==> src/rtl/gcd_pkg.sv <==
// Shared definitions for the GCD engine and its register/AXI wrapper.
package gcd_pkg;

  localparam int unsigned GCD_WIDTH = 32;
  localparam int unsigned GCD_CYC_W = 16;

  typedef enum logic [1:0] {
    IDLE = 2'd0,
    CALC = 2'd1,
    DONE = 2'd2
  } gcd_state_t;

endpackage

==> src/rtl/gcd_core.sv <==
// Iterative subtract-or-swap Euclidean GCD engine with valid/ready request and response ports.
module gcd_core
  import gcd_pkg::*;
#(
  parameter int unsigned WIDTH = GCD_WIDTH,
  parameter int unsigned CYC_W = GCD_CYC_W
) (
  input  logic             CLK,
  input  logic             CLKEN,
  input  logic             RESETn,
  input  logic             ABORT,
  input  logic             REQ_VALID,
  output logic             REQ_READY,
  input  logic [WIDTH-1:0] REQ_A,
  input  logic [WIDTH-1:0] REQ_B,
  output logic             RSP_VALID,
  input  logic             RSP_READY,
  output logic [WIDTH-1:0] RSP_GCD,
  output logic [CYC_W-1:0] RSP_CYCLES,
  output logic             DONE_PULSE,
  output logic             BUSY
);

  localparam logic [CYC_W-1:0] CycOne = CYC_W'(1);
  localparam logic [CYC_W-1:0] CycMax = '1;

  gcd_state_t       state_q, state_d;
  logic [WIDTH-1:0] a_q, a_d;
  logic [WIDTH-1:0] b_q, b_d;
  logic [WIDTH-1:0] gcd_q, gcd_d;
  logic [CYC_W-1:0] cyc_q, cyc_d;
  logic             pulse_q, pulse_d;

  always_comb begin
    state_d = state_q;
    a_d     = a_q;
    b_d     = b_q;
    gcd_d   = gcd_q;
    cyc_d   = cyc_q;
    pulse_d = 1'b0;
    // Abort wins over both handshakes in the same cycle.
    if (ABORT) begin
      state_d = IDLE;
    end else begin
      case (state_q)
        IDLE: begin
          if (REQ_VALID) begin
            a_d     = REQ_A;
            b_d     = REQ_B;
            cyc_d   = '0;
            state_d = CALC;
          end
        end
        CALC: begin
          if (cyc_q != CycMax) cyc_d = cyc_q + CycOne;
          if (b_q == '0) begin
            gcd_d   = a_q;
            pulse_d = 1'b1;
            state_d = DONE;
          end else if (a_q < b_q) begin
            a_d = b_q;
            b_d = a_q;
          end else begin
            a_d = a_q - b_q;
          end
        end
        DONE: begin
          if (RSP_READY) state_d = IDLE;
        end
        default: state_d = IDLE;
      endcase
    end
  end

  always_ff @(posedge CLK or negedge RESETn) begin
    if (!RESETn) begin
      state_q <= IDLE;
      a_q     <= '0;
      b_q     <= '0;
      gcd_q   <= '0;
      cyc_q   <= '0;
      pulse_q <= 1'b0;
    end else if (CLKEN) begin
      state_q <= state_d;
      a_q     <= a_d;
      b_q     <= b_d;
      gcd_q   <= gcd_d;
      cyc_q   <= cyc_d;
      pulse_q <= pulse_d;
    end
  end

  assign REQ_READY  = (state_q == IDLE);
  assign RSP_VALID  = (state_q == DONE);
  assign BUSY       = (state_q == CALC);
  assign RSP_GCD    = gcd_q;
  assign RSP_CYCLES = cyc_q;
  assign DONE_PULSE = pulse_q;

endmodule
==> config.mk <==
export PLATFORM = sky130hd
export DESIGN_NAME = gcd_core
export DESIGN_NICKNAME = d
export VERILOG_FILES = /design/src/rtl/gcd_pkg.sv /design/src/rtl/gcd_core.sv
export SDC_FILE = /design/constraint.sdc
export NUM_CORES = 1
export LEC_CHECK = 0
export BUFFER_PORTS_ARGS = -buffer_cell sky130_fd_sc_hd__buf_4
export CAP_MARGIN = 10
export CORE_MARGIN = 8
export CORE_UTILIZATION = 41
export CTS_CLUSTER_DIAMETER = 100
export CTS_CLUSTER_SIZE = 24
export DETAILED_ROUTE_END_ITERATION = 10
export SETUP_SLACK_MARGIN = 0.1
export SLEW_MARGIN = 20
export SYNTH_ARGS = -nofsm -noshare
export SYNTH_HDL_FRONTEND = slang
export SYNTH_SLANG_ARGS = --single-unit
==> constraint.sdc <==
create_clock -name CLK -period 8.4 [get_ports CLK]
set_input_delay 0.42 -clock CLK [delete_from_list [all_inputs] [get_ports CLK]]
set_output_delay 0.42 -clock CLK [all_outputs]
set_load 0.02 [all_outputs]
==> run metrics <==
status=finished clean; Fin Clk Skew=0.008371 ns; Arrival @ worst endpoint=between 3 and 4 ns; post-synthesis sequential area ratio=between 30 and 40%; Max Cap Viol=0; Post-synth EDFFs=0; ANT nets after route=0; Crit path required time=between 8 and 9 ns; static leakage=roughly 0.0043 µW; Peak supply drop=between 200 and 250 µV; critical path startpoint=a_q[9]$_DFFE_PN0P_; global placer's final weighted congestion=about 0.9; syn_nets=984; HP Class=primary input to asynchronous set/reset pin; Comb pwr share=between 50% and 60%; Worst-path clk slew=around 0.060 ns; Slew headroom=36.38%; DRT iter0 DRCs=roughly 560; Max stage delay on crit path=0.50 ns; flops & latches, synth=115; num ports=about 120; post-route clock period utilization=between 40% and 50%; total power=roughly 3700 µW; die width=~150 µm; CP Class=flop to flop; Reg power frac=24.6%; wire length per cell=18.14 µm; area of the multi-input gates=around 4200 µm²; clock group share of total power=21.0%; layout cells sized above 1=around a fifth; Top FF cell, synth=dfrtp_1; Synth Area in Simple Gates=roughly a fifth; synthesized instance count=880; Startpoint Class=flop; Die Ht=between 150 and 200 µm; drt first pass iters=8; Least-Margin Pin Slew=0.9542 ns; Fin. Hold Viols=0; clock latency on the worst-skew pair=about 0.42 ns; Avg Inst Size Synth=8.430 µm²; r2r worst-path depth=10; vias in the first global route=roughly 6600; Via density=approximately 5.5; nets@finish=about 1100; vias=slightly below 7000; # diodes=0; main combinational cell family by area after synthesis=compound AO/OA/AOI/OAI gates; post-synth cell types=64; Post-Route WL=between 20000 and 25000 µm; largest net degree at the start of global routing=72; Synthesis Warnings=0; Fill cells=approximately 1700; CTS tree=done; CTS Hold Bufs=0; core area=17840 µm²; Synth Area in Compound Gates=between 20% and 30%; worst-path fanout max=50; max-slew violation count=0; Area growth, synth to finish=22.35%; RSZ-0062 raised after global routing=no; Post-Route Setup TNS=0 ns; global router's overall resource usage=around a fifth; reg2reg start=a_q[9]$_DFFE_PN0P_; final routed DRC violation total=0; Post-Syn Area=7418 µm²; register area=2878 µm²; CTS sink cnt=approximately 120; CTS Buf Count=17; H-tree Lvls=4; global route total overflow=0; post-cts resize count=0; deepest clock path buffer count=2; CP Buf/Inv Count=1; Core Rows=49; post-synthesis xor/xnor area fraction=approximately 3.5%; Worst path slowest cell=a21oi_4; Hold Slack=around 0.014 ns; setup violators final=0; initial core utilization=about two fifths; die footprint=approximately 23000 µm²; CTS root buf=clkbuf_16; Post-Route Utilization=between 50% and 60%; Cells after DPL=approximately 1200; CP Capture Type=flop; crit-path cells=ha_1, a21oi_2, o22ai_1, a2111oi_4, a21o_1, o2111ai_4, a21oi_4, buf_4, nor2_1, a31oi_1; fin crit period=about 3.6 ns; initial antenna violation count=0; P_sw=around 1700 µW; post-synthesis adder-cell area fraction=under 10%; proportion of synthesized area in mux cells=approximately 5%; post-route non-filler standard cell count=around 1200; Post-synth ARST share=100.0%; total stage count of the critical path=10; switch share=between 40% and 50%; global-route wire length before repair=36250 µm; design internal power=1967 µW; power per cell area=between 400 and 500 nW/µm²; post-CTS setup buffers=0; # port buffers=around 120; DP HPWL=about 16000 µm; CP delay by family, top=compound AO/OA/AOI/OAI gates; Max Fclk=~280 MHz
## final cells by class
type                       count  share of cell area (%)
multi-input combinational    673                   45.75
sequential                   115                   31.71
tap                          229                   3.157
clock inverter                15                   2.123
inverter                      46                   1.902
clock buffer                  17                   4.687
timing repair buffer         129                   10.67
## placed cells by master, fill, tap and decap left out, drive strengths merged, types with 7 or more instances in the layout
cell type	synthesis	routed
nor2	93	93
nor3	16	16
clkbuf	27	17
nand3	19	19
o211ai	7	7
o21ai	70	70
nor4	13	13
nand4	7	7
a211oi	21	21
mux2	31	31
inv	45	54
and3	8	8
xor2	14	14
xnor2	16	16
a21oi	51	51
buf	19	129
a31oi	42	42
nand2b	8	8
dfrtp	115	115
nand2	131	131
or3	15	15
a21o	14	14
ha	33	33
## sequential cells by signal (all words and copies together) (netlist names)
register,cells
DONE_PULSE,1
RSP_CYCLES,16
RSP_GCD,32
a_q,32
b_q,32
state_q,2
## stage by stage
step                      setup slack (ns)  cell area (µm²)
after floorplan                      5.677             7418
after global placement               4.892             8458
after detailed placement             4.799             8458
after CTS                            4.763             9076
after global routing                 4.429             9076
final                                4.770             9076
## cells in the mapped netlist, drive strengths merged, types with 2 or more instances
cell type	number	share of area [%]
dfrtp	115	39
nor2b	4	0.34
buf	19	1.7
clkbuf	27	1.4
o2111ai	2	0.47
a31oi	42	3.5
or2	2	0.17
nor3	16	1.1
inv	45	2.3
or3	15	1.3
nand3	19	1.3
o22ai	3	0.25
a21o	14	1.4
and3	8	0.67
ha	33	5.6
o41ai	2	0.34
o21a	2	0.20
a22o	6	0.71
nand2b	8	0.67
mux2	31	4.7
o211ai	7	0.71
a211oi	21	2.2
and2	6	0.51
xnor2	16	1.9
a41oi	2	0.24
nand4	7	0.59
a211o	3	0.35
a2111oi	4	0.73
nand2	131	6.6
nor4	13	1.1
and4	5	0.59
a21oi	51	3.6
o31a	3	0.35
o31ai	4	0.40
xor2	14	1.7
mux2i	2	0.27
nor2	93	4.7
o21ai	70	4.8
## logic make-up (layout without fill, tap and decap cells)
family / after synthesis / after routing
xor+xnor: 30 / 30
flops: 115 / 115
fa+ha+maj: 34 / 34
buf+inv: 92 / 207
simple gates: 330 / 330
mux: 33 / 33
compound gates: 246 / 246
## power by group through the flow
stage                     logic (µW)  registers [µW]  clock network [µW]
after floorplan                 1570             841                   0
after global placement          1960             907                   0
after detailed placement        1960             912                   0
after CTS                       1980             904                 783
after global routing            2240             933                 810
final                           1990             904                 772
## path summary, 6_finish.rpt
| path | to | slack (ns) |
|---|---|---|
| setup / recovery | b_q[21]$_DFFE_PN0P_ | 4.77 |
| min in group CLK | state_q[0]$_DFFE_PN0P_ | 0.21 |
| hold / removal | a_q[8]$_DFFE_PN0P_ | 0.01 |
| max in group asynchronous | b_q[27]$_DFFE_PN0P_ | 7.06 |
| hold reg to reg | RSP_GCD[23]$_DFFE_PN0P_ | 0.51 |
| setup reg to reg | b_q[21]$_DFFE_PN0P_ | 4.77 |
## worst register-to-register path: stages (launching register included)
cell       delay, ns
dfrtp_1         0.42
ha_1            0.40
a21oi_2         0.20
o22ai_1         0.16
a2111oi_4       0.46
a21o_1          0.24
o2111ai_4       0.38
a21oi_4         0.50
buf_4           0.49
nor2_1          0.13
a31oi_1         0.17
## layer usage
metal	vias up	global-route usage (%)	routed length (µm)
li1	3344	-	-
met1	3216	29.05	10940
met2	193	29.24	9466
met3	25	4.959	1395
met4	0	6.197	405
met5	-	0	0
(Power assumes the default switching activity.)
